<file path="src/rtl/spi_pkg.sv">
// spi_pkg: shared state encoding, command codes and default payload width for the SPI slave.
package spi_pkg;
    localparam int DATA_W_DEF = 8;
    typedef enum logic [2:0] {IDLE, CHK_CMD, WRITE, READ_ADD, READ_DATA, WAIT_TX, SEND, HOLD} state_t;
    localparam logic [1:0] CMD_WR_ADDR = 2'b00;
    localparam logic [1:0] CMD_WR_DATA = 2'b01;
    localparam logic [1:0] CMD_RD_ADDR = 2'b10;
    localparam logic [1:0] CMD_RD_DATA = 2'b11;
endpackage

</file>
<file path="src/rtl/spi_tx_shift.sv">
// spi_tx_shift: MSB-first MISO serialiser; the register empties to zero whenever it is neither loaded nor shifting.
module spi_tx_shift import spi_pkg::*; #(
    parameter int DATA_W = DATA_W_DEF
) (
    input  logic              clk,
    input  logic              rst_n,
    input  logic              load,
    input  logic              shift,
    input  logic [DATA_W-1:0] data,
    output logic              miso
);
    logic [DATA_W-1:0] sr;
    always_ff @(posedge clk)
        sr <= !rst_n ? '0 : load ? data : shift ? sr << 1 : '0;
    assign miso = sr[DATA_W-1];
endmodule

</file>
<file path="src/rtl/spi_slave_param.sv">
// spi_slave_param: SPI slave clocked by clk, decoding {cmd[1:0], payload} frames and
// serving one read word per read-address/read-data pair.
module spi_slave_param import spi_pkg::*; #(
    parameter int DATA_W     = DATA_W_DEF,
    parameter int TX_TIMEOUT = 16
) (
    input  logic              clk,
    input  logic              rst_n,
    input  logic              SS_n,
    input  logic              MOSI,
    input  logic              tx_valid,
    input  logic [DATA_W-1:0] tx_data,
    output logic              MISO,
    output logic [DATA_W+1:0] rx_data,
    output logic              rx_valid,
    output logic              cmd_err,
    output logic              rd_pending
);
    // One counter serves frame bits, the WAIT_TX timeout and the SEND bit count.
    localparam int CW = $clog2((DATA_W + 3 > TX_TIMEOUT + 1) ? DATA_W + 3 : TX_TIMEOUT + 1);
    state_t state, state_n;
    logic [CW-1:0] cnt, cnt_n;
    logic [DATA_W:0] sr;
    logic [1:0] cmd;
    logic capture, done, bad, timeout, load, shift;
    assign capture = !SS_n && state inside {CHK_CMD, WRITE, READ_ADD, READ_DATA};
    always_comb begin
        state_n = SS_n ? IDLE : state;
        cnt_n = '0;
        cmd = {sr[0], MOSI};
        done = 1'b0;
        bad = 1'b0;
        timeout = 1'b0;
        load = 1'b0;
        shift = 1'b0;
        if (!SS_n) begin
            case (state)
                IDLE: state_n = CHK_CMD;
                CHK_CMD: begin
                    state_n = !MOSI ? WRITE : rd_pending ? READ_DATA : READ_ADD;
                    cnt_n = cnt + CW'(1);
                end
                WRITE, READ_ADD, READ_DATA: begin
                    bad = cnt == CW'(1) && (state == WRITE ? !(cmd inside {CMD_WR_ADDR, CMD_WR_DATA}) :
                          state == READ_ADD ? cmd != CMD_RD_ADDR : cmd != CMD_RD_DATA);
                    done = cnt == CW'(DATA_W + 1);
                    state_n = bad ? HOLD : !done ? state : state == READ_DATA ? WAIT_TX : HOLD;
                    cnt_n = done ? '0 : cnt + CW'(1);
                end
                WAIT_TX: begin
                    load = tx_valid;
                    timeout = TX_TIMEOUT != 0 && !tx_valid && cnt == CW'(TX_TIMEOUT - 1);
                    state_n = load ? SEND : timeout ? HOLD : WAIT_TX;
                    cnt_n = load ? CW'(1) : cnt + CW'(1);
                end
                SEND: begin
                    shift = 1'b1;
                    state_n = cnt == CW'(DATA_W) ? HOLD : SEND;
                    cnt_n = cnt + CW'(1);
                end
                default: ;
            endcase
        end
    end
    always_ff @(posedge clk) begin
        if (!rst_n) begin
            state <= IDLE;
            cnt <= '0;
            sr <= '0;
            rx_data <= '0;
            rx_valid <= 1'b0;
            cmd_err <= 1'b0;
            rd_pending <= 1'b0;
        end else begin
            state <= state_n;
            cnt <= cnt_n;
            sr <= capture ? {sr[DATA_W-1:0], MOSI} : '0;
            rx_valid <= done;
            cmd_err <= bad || timeout;
            if (done)
                rx_data <= {sr, MOSI};
            if (done && state == READ_ADD)
                rd_pending <= 1'b1;
            if (done && state == READ_DATA)
                rd_pending <= 1'b0;
        end
    end
    spi_tx_shift #(.DATA_W(DATA_W)) u_tx (
        .clk(clk),
        .rst_n(rst_n),
        .load(load),
        .shift(shift),
        .data(tx_data),
        .miso(MISO)
    );
endmodule

</file>
<file path="config.mk">
export PLATFORM = sky130hd
export DESIGN_NAME = spi_slave_param
export DESIGN_NICKNAME = d
export VERILOG_FILES = /design/src/rtl/spi_pkg.sv /design/src/rtl/spi_tx_shift.sv /design/src/rtl/spi_slave_param.sv
export SDC_FILE = /design/constraint.sdc
export NUM_CORES = 1
export LEC_CHECK = 0
export ABC_AREA = 1
export CAP_MARGIN = 10
export CORE_ASPECT_RATIO = 1.1
export CORE_MARGIN = 2
export CORE_UTILIZATION = 25
export CTS_CLUSTER_SIZE = 10
export DETAILED_ROUTE_END_ITERATION = 12
export PLACE_DENSITY_LB_ADDON = 0.25
export SLEW_MARGIN = 20
export SYNTH_ARGS = -nofsm -noshare
export SYNTH_HDL_FRONTEND = slang
export SYNTH_HIERARCHICAL = 1
export SYNTH_SLANG_ARGS = --single-unit
</file>
<file path="constraint.sdc">
create_clock -name clk -period 3.7 [get_ports clk]
set_input_delay 0.555 -clock clk [delete_from_list [all_inputs] [get_ports clk]]
set_output_delay 0.555 -clock clk [all_outputs]
set_load 0.01 [all_outputs]
</file>
==> results of run 1 <==
routing by layer:
| metal | vias to the layer above | global-route usage | wire, µm |
|---|---|---|---|
| li1 | 733 | - | - |
| met1 | 597 | 0.123 | 1520 |
| met2 | 44 | 0.168 | 1440 |
| met3 | 7 | 0.0316 | 173 |
| met4 | 0 | 0.0431 | 78 |
| met5 | - | 0 | 0 |
critical path, stage by stage:
cell and delay [ns]:
sky130_fd_sc_hd__clkdlybuf4s50_1 0.71, sky130_fd_sc_hd__inv_1 0.30, sky130_fd_sc_hd__nor2_1 0.33, sky130_fd_sc_hd__nand3_1 0.22, sky130_fd_sc_hd__nor2_1 0.12
power groups by stage:
stage / Clock, W / Combinational (W) / Sequential (W)
6_report: 0.000353 / 0.0000431 / 0.000414
5_1_grt: 0.000378 / 0.0000484 / 0.000414
4_1_cts: 0.000363 / 0.0000435 / 0.000413
3_5_place_dp: 0 / 0.0000432 / 0.000423
3_3_place_gp: 0 / 0.0000434 / 0.000423
2_1_floorplan: 0 / 0.0000241 / 0.000422
registers in the layout, summed over array words and instances, names as in the netlist:
signal,flops
rx_data,10
u_tx/sr,8
rd_pending,1
state,3
rx_valid,1
cmd_err,1
sr,9
cnt,5
worst max path at each step:
stage / from / endpoint / slack, ns / cells after the start
finish: rst_n / cnt[1] / 1.68 / 5
global route: rst_n / cnt[4] / 1.49 / 5
CTS: rst_n / cnt[4] / 1.63 / 5
detailed placement: rst_n / cnt[4] / 1.34 / 5
global placement: rst_n / cnt[2] / 1.39 / 5
floorplan: state[1] / u_tx/sr[1] / 2.26 / 9
kinds of logic (layout without fill, tap and decap cells):
family | Yosys count | in the layout | synth area share
buffers and inverters | 43 | 74 | 0.108
adders and majority gates | 4 | 4 | 0.0310
and+or+nand+nor | 118 | 118 | 0.316
AOI/OAI and AO/OA | 19 | 19 | 0.0635
DFF | 38 | 38 | 0.471
xor gates and xnor gates | 2 | 2 | 0.0108
stage by stage:
step / instances / power, W / hold WS, ns
final: 335 / 0.000810 / 0.426
after global routing: 335 / 0.000840 / 0.455
after CTS: 335 / 0.000820 / 0.425
after detailed placement: 327 / 0.000466 / 0.417
after global placement: 327 / 0.000467 / 0.421
after floorplan: 224 / 0.000447 / 0.408
cells in the final DEF, fill, tap and decap left out:
| cell | n |
|---|---|
| sky130_fd_sc_hd__nand2_1 | 66 |
| sky130_fd_sc_hd__dfxtp_1 | 38 |
| sky130_fd_sc_hd__inv_1 | 37 |
| sky130_fd_sc_hd__nor2_1 | 29 |
| sky130_fd_sc_hd__clkdlybuf4s50_1 | 26 |
| sky130_fd_sc_hd__a21oi_1 | 14 |
| sky130_fd_sc_hd__nand3_1 | 12 |
| sky130_fd_sc_hd__clkbuf_8 | 5 |
| sky130_fd_sc_hd__ha_1 | 4 |
| sky130_fd_sc_hd__o21ai_0 | 3 |
| sky130_fd_sc_hd__nand4_1 | 3 |
| sky130_fd_sc_hd__inv_2 | 2 |
| sky130_fd_sc_hd__nand2_2 | 2 |
| sky130_fd_sc_hd__nand2_4 | 2 |
| sky130_fd_sc_hd__clkinvlp_4 | 2 |
| sky130_fd_sc_hd__nor2_2 | 1 |
| sky130_fd_sc_hd__nor3_1 | 1 |
| sky130_fd_sc_hd__o21ai_2 | 1 |
| sky130_fd_sc_hd__xor2_1 | 1 |
| sky130_fd_sc_hd__xnor2_1 | 1 |
| sky130_fd_sc_hd__nand3_4 | 1 |
| sky130_fd_sc_hd__a21oi_2 | 1 |
| sky130_fd_sc_hd__bufinv_16 | 1 |
| sky130_fd_sc_hd__nor2_4 | 1 |
| sky130_fd_sc_hd__inv_4 | 1 |
layout make-up:
type | instances | area (µm²)
inverter | 40 | 153
clock buffer | 5 | 68.8
fill | 719 | 4160
tap | 80 | 100
multi-input combinational | 143 | 681
timing repair buffer | 26 | 260
sequential | 38 | 761
clock inverter | 3 | 45.0
==> run summary, run 1 <==
The run finished with clean final reports. The count of inserted antenna diode cells is 0. The overall routing resource usage came out at 0.102. The clock buffer count from CTS is 5.

After synthesis the cells add up to 1620 µm². The first-pass detailed-route iteration total came out at 4. Dividing the synthesized area by the synthesized cell count gives 7.22 µm².

The maximum count of clock buffers along a single path is 2. The first global-routing pass estimated 5.60 mm of wire. sky130_fd_sc_hd__nand2_1 is the most common cell in the netlist.

Once layout is complete, the utilization of the core stands at 0.332. The placement row count is 30. After the first detailed-routing iteration, the DRC count stood at between 60 and 70. The clock insertion delay at the later pin of the skew report came out at 0.29 ns. The analysis attributes to net switching a power of around 0.00018 W. The worst hold path terminates at sr[2].

The maximum number of pins on one net before global-route repair came out at 15. Headroom to the max-slew limit came out at 0.555. By startpoint and endpoint, the worst setup path is classified as in -> reg.

The floorplan die area is 7130 µm². The switching power as a share of total power is 0.222. The number of antenna violations at the first check in global routing came out at 0. In the post-synthesis netlist, the biggest area contributors are sky130_fd_sc_hd__dfxtp_1 47%, sky130_fd_sc_hd__nand2_1 15%, sky130_fd_sc_hd__inv_1 8.6%. The depth of the worst register-to-register path came out at 9.

The maximum clock skew at final layout came out at 0.00676 ns. The count of endpoints failing hold in the final timing report is 0. Yosys printed 6 warnings. The max-slew violation count is 0. The element type at the critical path start is a primary input. The arrival time at the worst endpoint came out at 2.24 ns.

The cts-stage hold buffer count is 0. The DRC violations left came out at 0. The root buffer cell chosen for the clock tree is sky130_fd_sc_hd__clkbuf_8. The total overflow reported by the global router came out at 0. The most used flip-flop cell after synthesis is sky130_fd_sc_hd__dfxtp_1. The worst register-to-register path begins at state[1].

The worst path meets setup with 1.68 ns of slack. The die is 88.3 µm tall. The area fraction of the dominant cell type after synthesis is 0.471. Counting every instance in the synthesized netlist gives 224.

In the synthesized netlist, the cells that appear most often are 66 x sky130_fd_sc_hd__nand2_1, 38 x sky130_fd_sc_hd__dfxtp_1, 37 x sky130_fd_sc_hd__inv_1. The count of antenna-violating nets left after detailed routing is 0. The worst hold path passes through 2 cells. Port buffering added 26 buffers. Clock-pin slew was measured on the worst setup and hold paths at 0.08 ns.

The H-tree generated during clock tree synthesis spans 2 levels. The final routed wire length divided by cell count came out at 9.61 µm. Of all cell types, the one taking the most synthesized area is sky130_fd_sc_hd__dfxtp_1.

The region available for standard cell placement spans roughly 6200 µm². The combinational cell fraction of total power is 0.053. In this run the critical register-to-register path is captured at u_tx/sr[6]. VDD sags by at most approximately 190 µV.

The cell area after placement came out at slightly below 2000 µm². The proportion of layout cells with a drive suffix above 1 came out at 0.0784. The net count after synthesis came out at 241. The final routed wirelength across all metal layers came out at 3.22 mm. From synthesis to final layout, the design area changed by 27.9%. The number of gates resized after cts is 0. For this configuration, the core starts out at a cell density of 0.259.

The die extent in x is 80.7 µm. For the pin with the worst max-slew slack, the measured transition is 0.662 ns. In this run the power density over the cells is 392 nW/µm². The largest driver fanout on the critical path came out at 12.

In the final timing run, aggregate negative setup slack is 0 ns. The number of global-route vias before repair came out at 1305. The number of synthesized register bits came out at 38. The clock share of power came out at 0.436. The post-layout net count is 271. The total via count in the routed design is around 1400. STA classifies the critical path endpoint as a flip-flop. The pre-CTS setup slack came out at around 1.3 ns. After routing the design area is 2070 µm². The share of the Yosys chip area taken by registers is 0.471. The share of the clock period used by the worst path after layout is 0.546. The sequential group share of total power came out at 0.511. The number of synthesized flops with an enable pin is 0. The TritonCTS clock tree is done. The startpoint of the lowest-slack hold path is sr[1]. The number of clock sinks is 38.

The congestion estimate from routability-driven global placement came to a little under 0.8. The number of unique standard cell types used by synthesis came out at 24. For this design the static power due to leakage is 0.854 nW. The vias per cell is 4.12. The half-perimeter wire length after placement came out at approximately 2.4 mm. The tool flagged a number of max-cap violations equal to 0. The minimum period implied by the final worst setup slack is a little over 2 ns. The worst path required time came out at 3.92 ns. The fraction of synthesis flops using an asynchronous set or reset pin came out at 0. The number of post-CTS setup repair buffers came out at 0.

The achievable clock frequency came out at 0.495 GHz. The internal reg-to-reg setup slack came out at 1.99 ns. The I/O pin count came out at 27. The path type of the worst min-delay path is reg -> reg.

Setup repair after global routing left no endpoint under its margin. The internal portion of the total power is 0.000630 W. Setup violations remaining at the end of the flow were counted as 0.
Note: power is estimated with default switching activity, not from simulation.
==> run 2, diff against run 1 <==
==> constraint.sdc (replaced) <==
create_clock -name clk -period 2.1 [get_ports clk]
set_input_delay 0.315 -clock clk [delete_from_list [all_inputs] [get_ports clk]]
set_output_delay 0.315 -clock clk [all_outputs]
set_load 0.01 [all_outputs]
==> run summary, run 2 (synthesis results as in run 1) <==
The number of global-route vias before repair is 1302 (was 1305). The proportion of layout cells with a drive suffix above 1 came out at 0.0891 (was 0.0784). The most frequent standard cell in the layout excluding fill and tap cells is sky130_fd_sc_hd__nand2_1 (unchanged). The area growth from synthesis to layout came to 30.8% (was 27.9%). The worst path required time is 2.34 ns (was 3.92 ns). The die extent in x is 80.7 µm (unchanged).

The clock insertion delay at the later pin of the skew report came out at 0.30 ns (was 0.29 ns). The count of endpoints failing setup in the final report was 0 (unchanged). The post-route cell area is 2110 µm² (was 2070 µm²). The pre-CTS setup slack is 0.448 ns (was 1.34 ns). The slew at the pin closest to its max-slew limit came out at 0.373 ns (was 0.662 ns). The placeable core region is 6230 µm² (unchanged). Most frequent cells in the layout: 66 x sky130_fd_sc_hd__nand2_1, 38 x sky130_fd_sc_hd__dfxtp_1, 37 x sky130_fd_sc_hd__inv_1, 29 x sky130_fd_sc_hd__nor2_1, 26 x sky130_fd_sc_hd__clkdlybuf4s50_1 (unchanged). The final routed wirelength across all metal layers came out at 3.23 mm (was 3.22 mm).

The accumulated negative setup slack is 0 ns (unchanged). The half-perimeter wire length after placement came out at 2.41 mm (was 2.36 mm). The DRC violations left is 0 (unchanged). The placed instance count came to 330 (was 327). The count of endpoints failing hold in the final timing report is 0 (unchanged). The last weighted congestion value of the routability-driven placer is 0.855 (was 0.795). The total leakage power came to 0.887 nW (was 0.854 nW).

The starting DRC count in detailed routing is 96 (was 64). The post-layout net count is 274 (was 271). The path type of the worst min-delay path is reg -> reg (unchanged). The number of H-tree branching levels is 2 (unchanged). Top flop regs: rx_data x10, sr x9, u_tx/sr x8 (unchanged).

The count of inserted antenna diode cells came to 0 (unchanged). The first-pass detailed-route iteration total is 4 (unchanged). The type of destination of the critical path is a flip-flop (unchanged). The final routed wire length divided by cell count is 9.56 µm (was 9.61 µm). The number of clock sinks is 38 (unchanged). The maximum count of clock buffers along a single path is 2 (unchanged).

The floorplan die area is 7130 µm² (unchanged). The kind of critical path is reg -> reg (was in -> reg). The relative max-transition margin came out at 0.751 (was 0.555).

The max-slew violation count is 0 (unchanged). The number of post-CTS setup repair buffers was 0 (unchanged). The number of gates resized after cts came to 0 (unchanged). The maximum clock skew at final layout is 0.0102 ns (was 0.00676 ns).

The starting utilization of the core area came out at 0.259 (unchanged). The cell area power density came out at 738 nW/µm² (was 392 nW/µm²). The arrival time at the worst endpoint is 1.79 ns (was 2.24 ns). The clock-pin transition on the worst setup and hold timing paths is 0.08 ns (about the same). The placement row count came out at 30 (unchanged). The overall routing resource usage is 0.103 (was 0.102). The largest register by flop count is rx_data (unchanged). The total overflow reported by the global router is 0 (unchanged). The maximum ir drop on the vdd rail came to 412 µV (was 185 µV). The buffer type at the clock tree root is sky130_fd_sc_hd__clkbuf_8 (unchanged). The vertical die dimension came to 88.3 µm (unchanged). The number of flip-flops in the largest register is 10 (unchanged). The total via count in the routed design came out at 1380 (was 1381). The minimum period implied by the final worst setup slack came out at 1.55 ns. The post-layout total power came out at 0.00156 W (was 0.000810 W). The vias per cell is 4.08 (was 4.12). Run status: finished clean (unchanged). The largest driver fanout on the critical path was 14 (was 12). The cts-stage hold buffer count came out at 0 (unchanged). The cell area after placement came out at 1980 µm² (was 1950 µm²). The final critical-path setup slack is 0.549 ns (was 1.68 ns). The TritonCTS clock tree is done (unchanged).

The I/O pin count is 27 (unchanged). The max-capacitance violation count is 0 (unchanged). The total of buffers placed on input and output ports came out at 26 (unchanged). The maximum number of pins on one net before global-route repair is 15 (unchanged). The number of antenna violations at the first check in global routing is 0 (unchanged). The share of the clock period used by the worst path after layout is 0.738. The element type at the critical path start is a flip-flop (was primary input). The post-layout instance count excluding filler cells was 338 (was 335).

The achievable clock frequency is 0.645 GHz. Unrepaired setup endpoints after global routing: false (unchanged). The internal reg-to-reg setup slack is 0.55 ns (was 1.99 ns). The clock buffer count from CTS is 5 (unchanged).

The wire length of the first global-routing pass came out at 5.62 mm (was 5.60 mm). The count of antenna-violating nets left after detailed routing is 0 (unchanged).
## run 2: cell types whose count changed in the layout (fill, tap and decap cells not counted), sizes merged
| cell | before | now |
|---|---|---|
| buf | 0 | 3 |
| clkinvlp | 2 | 0 |
| bufinv | 1 | 2 |
| clkinv | 0 | 1 |
## run 2: power breakdown
group	internal [W]	switching, W
clock network	0.000476	0.000277
logic	0.0000364	0.0000427
registers	0.000724	0.00000490
total	0.00124	0.000324
## run 2: stage by stage
step | hold slack, ns | utilization
after CTS | 0.424 | 0.339
after floorplan | 0.408 | -
after detailed placement | 0.417 | 0.317
after global placement | 0.422 | 0.317
final | 0.422 | 0.339
after global routing | 0.455 | 0.339
## run 2: critical path, stage by stage (launching register included)
cell and delay [ns]:
sky130_fd_sc_hd__dfxtp_1 0.41, sky130_fd_sc_hd__ha_1 0.17, sky130_fd_sc_hd__inv_1 0.04, sky130_fd_sc_hd__nor2_1 0.13, sky130_fd_sc_hd__nand2_1 0.09, sky130_fd_sc_hd__inv_1 0.10, sky130_fd_sc_hd__nand3_4 0.16, sky130_fd_sc_hd__inv_2 0.20
sky130_fd_sc_hd__nand2_1 0.08, sky130_fd_sc_hd__a21oi_1 0.12
## run 2: final timing paths
kind | start | endpoint | cells after the start
hold reg to reg | sr[3] | sr[4] | 2
hold / removal | sr[3] | sr[4] | 2
setup reg to reg | cnt[0] | rx_data[4] | 9
setup / recovery | cnt[0] | rx_data[4] | 9
## run 2: layer usage
layer,part of all wire,up-vias,wire length [µm],global-route usage
li1,-,741,-,-
met1,0.48,604,1540,0.121
met2,0.45,29,1460,0.170
met3,0.045,6,147,0.0265
met4,0.027,0,86,0.0570
met5,0,-,0,0
## run 2: cell type report
type	count	area, µm²
Tap cell	80	100
Clock inverter	3	68.8
Timing Repair Buffer	29	283
Sequential cell	38	761
Clock buffer	5	68.8
Fill cell	697	4120
Inverter	40	153
Multi-Input combinational cell	143	681
==> run 3, diff against run 2 <==
==> constraint.sdc (replaced) <==
create_clock -name clk -period 1.3 [get_ports clk]
set_input_delay 0.195 -clock clk [delete_from_list [all_inputs] [get_ports clk]]
set_output_delay 0.195 -clock clk [all_outputs]
set_load 0.01 [all_outputs]
==> run summary, run 3 (synthesis results as in run 1) <==
The clock buffer count from CTS is 5 (unchanged). The kind of critical path is reg -> reg (unchanged). The startpoint of the lowest-slack hold path is sr[3] (unchanged). The cell with the biggest individual delay on the critical path was sky130_fd_sc_hd__dfxtp_2 (was sky130_fd_sc_hd__dfxtp_1). The share of the clock period used by the worst path after layout is 1.02 (was 0.738).

The largest driver fanout on the critical path came to 6 (was 14). The wire length of the first global-routing pass came out at 5.95 mm (was 5.62 mm). The proportion of layout cells with a drive suffix above 1 came out at 0.274 (was 0.0891). The max-slew violation count came out at 0 (unchanged). The vias per cell is 4.13 (was 4.08). The placement row count came out at 30 (unchanged).

The first-pass detailed-route iteration total came out at 4 (unchanged). The number of clock sinks came out at 38 (unchanged). The max-capacitance violation count came to 0 (unchanged). The maximum number of pins on one net before global-route repair came to 14 (was 15).

The achievable clock frequency came to 0.758 GHz (was 0.645 GHz). The slew at the pin closest to its max-slew limit was 0.394 ns (was 0.373 ns). The arrival time at the worst endpoint is 1.51 ns (was 1.79 ns).

The final routed wire length divided by cell count is 9.97 µm (was 9.56 µm). The count of antenna-violating nets left after detailed routing came out at 0 (unchanged). The type of destination of the critical path is a flip-flop (unchanged).

The maximum ir drop on the vdd rail came to 468 µV (was 412 µV). The count of endpoints failing setup in the final report is 9 (was 0). The reg-to-reg startpoint is cnt[1] (was cnt[0]). The last weighted congestion value of the routability-driven placer is 0.838 (was 0.855). The most frequent standard cell in the layout excluding fill and tap cells is sky130_fd_sc_hd__nand2_1 (unchanged). The checks that failed: setup timing. The pre-CTS setup slack is -0.109 ns (was 0.448 ns). The number of global-route vias before repair is 1363 (was 1302). The path type of the worst min-delay path is reg -> reg (unchanged). The DRC violations left is 0 (unchanged). The post-layout net count was 290 (was 274). The final routed wirelength across all metal layers came out at 3.53 mm (was 3.23 mm). The count of endpoints failing hold in the final timing report is 0 (unchanged). The total of buffers placed on input and output ports is 26 (unchanged).

The count of inserted antenna diode cells is 0 (unchanged). Run status: finished, violations left (was finished clean). The start point of the critical path is cnt[1] (was cnt[0]). The I/O pin count is 27 (unchanged). The cell that appears most often on the critical path is sky130_fd_sc_hd__inv_2.

The total leakage power came out at 1.05 nW (was 0.887 nW). The largest register by flop count was rx_data (unchanged). The buffer type at the clock tree root is sky130_fd_sc_hd__clkbuf_8 (unchanged). The final critical-path setup slack is -0.0197 ns (was 0.549 ns). The half-perimeter wire length after placement was 2.47 mm (was 2.41 mm). The maximum count of clock buffers along a single path came out at 2 (unchanged). Top flop regs: rx_data x10, sr x9, u_tx/sr x8 (unchanged). The minimum period implied by the final worst setup slack came out at 1.32 ns (was 1.55 ns).

Critical Path, Cell by Cell: inv_2 > ha_4 > inv_4 > nor2_4 > nand2_2 > inv_2 > nand3_4 > clkbuf_16 > nand2_1 > a21oi_1 (was ha_1 > inv_1 > nor2_1 > nand2_1 > inv_1 > nand3_4 > inv_2 > nand2_1 > a21oi_1). The highest cell delay on the worst timing path is 0.33 ns (was 0.41 ns). The maximum clock skew at final layout is 0.0141 ns (was 0.0102 ns). The total overflow reported by the global router came out at 0 (unchanged). The TritonCTS clock tree was done (unchanged). The clock-pin transition on the worst setup and hold timing paths is 0.08 ns (about the same). The element type at the critical path start is a flip-flop (unchanged). The cts-stage hold buffer count came out at 0 (unchanged). The total via count in the routed design came to 1461 (was 1380).

Most frequent cells in the layout: 54 x sky130_fd_sc_hd__nand2_1, 33 x sky130_fd_sc_hd__dfxtp_1, 32 x sky130_fd_sc_hd__inv_1, 26 x sky130_fd_sc_hd__nor2_1, 16 x sky130_fd_sc_hd__buf_4 (was 66 x sky130_fd_sc_hd__nand2_1, 38 x sky130_fd_sc_hd__dfxtp_1, 37 x sky130_fd_sc_hd__inv_1, 29 x sky130_fd_sc_hd__nor2_1, 26 x sky130_fd_sc_hd__clkdlybuf4s50_1). The post-layout utilization of the core is 0.379 (was 0.339). The overall routing resource usage is 0.107 (was 0.103).

Unrepaired setup endpoints after global routing: true (was false). The starting DRC count in detailed routing is 54 (was 96). The number of H-tree branching levels came to 2 (unchanged). The placeable core region came out at 6230 µm² (unchanged). The vertical die dimension is 88.3 µm (unchanged). The number of antenna violations at the first check in global routing came to 0 (unchanged). The die extent in x came out at 80.7 µm (unchanged).

The relative max-transition margin came to 0.737 (was 0.751). The area growth from synthesis to layout is 46.1% (was 30.8%). The clock insertion delay at the later pin of the skew report came out at 0.30 ns (about the same).

The worst path required time was 1.49 ns (was 2.34 ns). The floorplan die area is 7130 µm² (unchanged). The cell area power density came out at 999 nW/µm² (was 738 nW/µm²).

The starting utilization of the core area is 0.259 (unchanged). The number of flip-flops in the largest register is 10 (unchanged).
-- run 3: cell types whose count changed in the layout (fill, tap and decap cells not counted), sizes merged, moves of 2 or more --
cell,delta
clkinvlp,+2
clkdlybuf4s50,-14
dlygate4sd2,+14
buf,+14
-- run 3: final timing paths --
| path | endpoint | slack (ns) | cells past startpoint |
|---|---|---|---|
| min reg2reg | sr[4] | 0.43 | 2 |
| max reg2reg | rx_data[4] | -0.02 | 10 |
| min | sr[4] | 0.43 | 2 |
| max | rx_data[4] | -0.02 | 10 |
-- run 3: routing by layer --
metal  wire length, µm  global-route usage  vias to the layer above
met5                 0                   0                        -
met4                59              0.0416                        0
met3               114              0.0276                        4
met2              1620               0.181                       24
met1              1740               0.130                      658
li1                  -                   -                      775
-- run 3: critical path: cells and delay by family (launching register included) --
kind / cells / cell delay [ns]
compound gates: 1 / 0.05
simple gates: 4 / 0.32
fa+ha+maj: 1 / 0.14
flops: 1 / 0.33
buf+inv: 4 / 0.37
-- run 3: layout make-up --
type                       instances  area (µm²)
fill                             694        3870
multi-input combinational        143         796
sequential                        38         772
timing repair buffer              44         408
inverter                          40         168
tap                               80         100
clock buffer                       5        68.8
clock inverter                     3        45.0
timing repair inverter             1        5.00
-- run 3: metrics by stage --
stage                     TNS [ns]  instance area, µm²  hold WS [ns]  cells  total power (W)
after floorplan                  0                1620         0.305    224          0.00127
after global placement       -2.82                2080         0.422    342          0.00135
after detailed placement     -3.01                2080         0.423    342          0.00135
after CTS                  -0.0375                2200         0.434    350          0.00236
after global routing         -1.74                2360         0.447    354          0.00244
final                       -0.123                2360         0.431    354          0.00236
-- run 3: timing repair --
action                                  in CTS  in global routing
endpoints found under the setup margin      38                 37
cloned                                       0                  2
setup buffers                                0                  2
resized for setup                           27                 39
pin swaps                                    2                  9
-- run 3: power breakdown --
part	switching (W)	leakage, nW	total [W]	internal [W]
logic	0.0000821	0.686	0.000158	0.0000763
clock network	0.000455	0.0504	0.00103	0.000571
registers	0.00000928	0.309	0.00118	0.00117
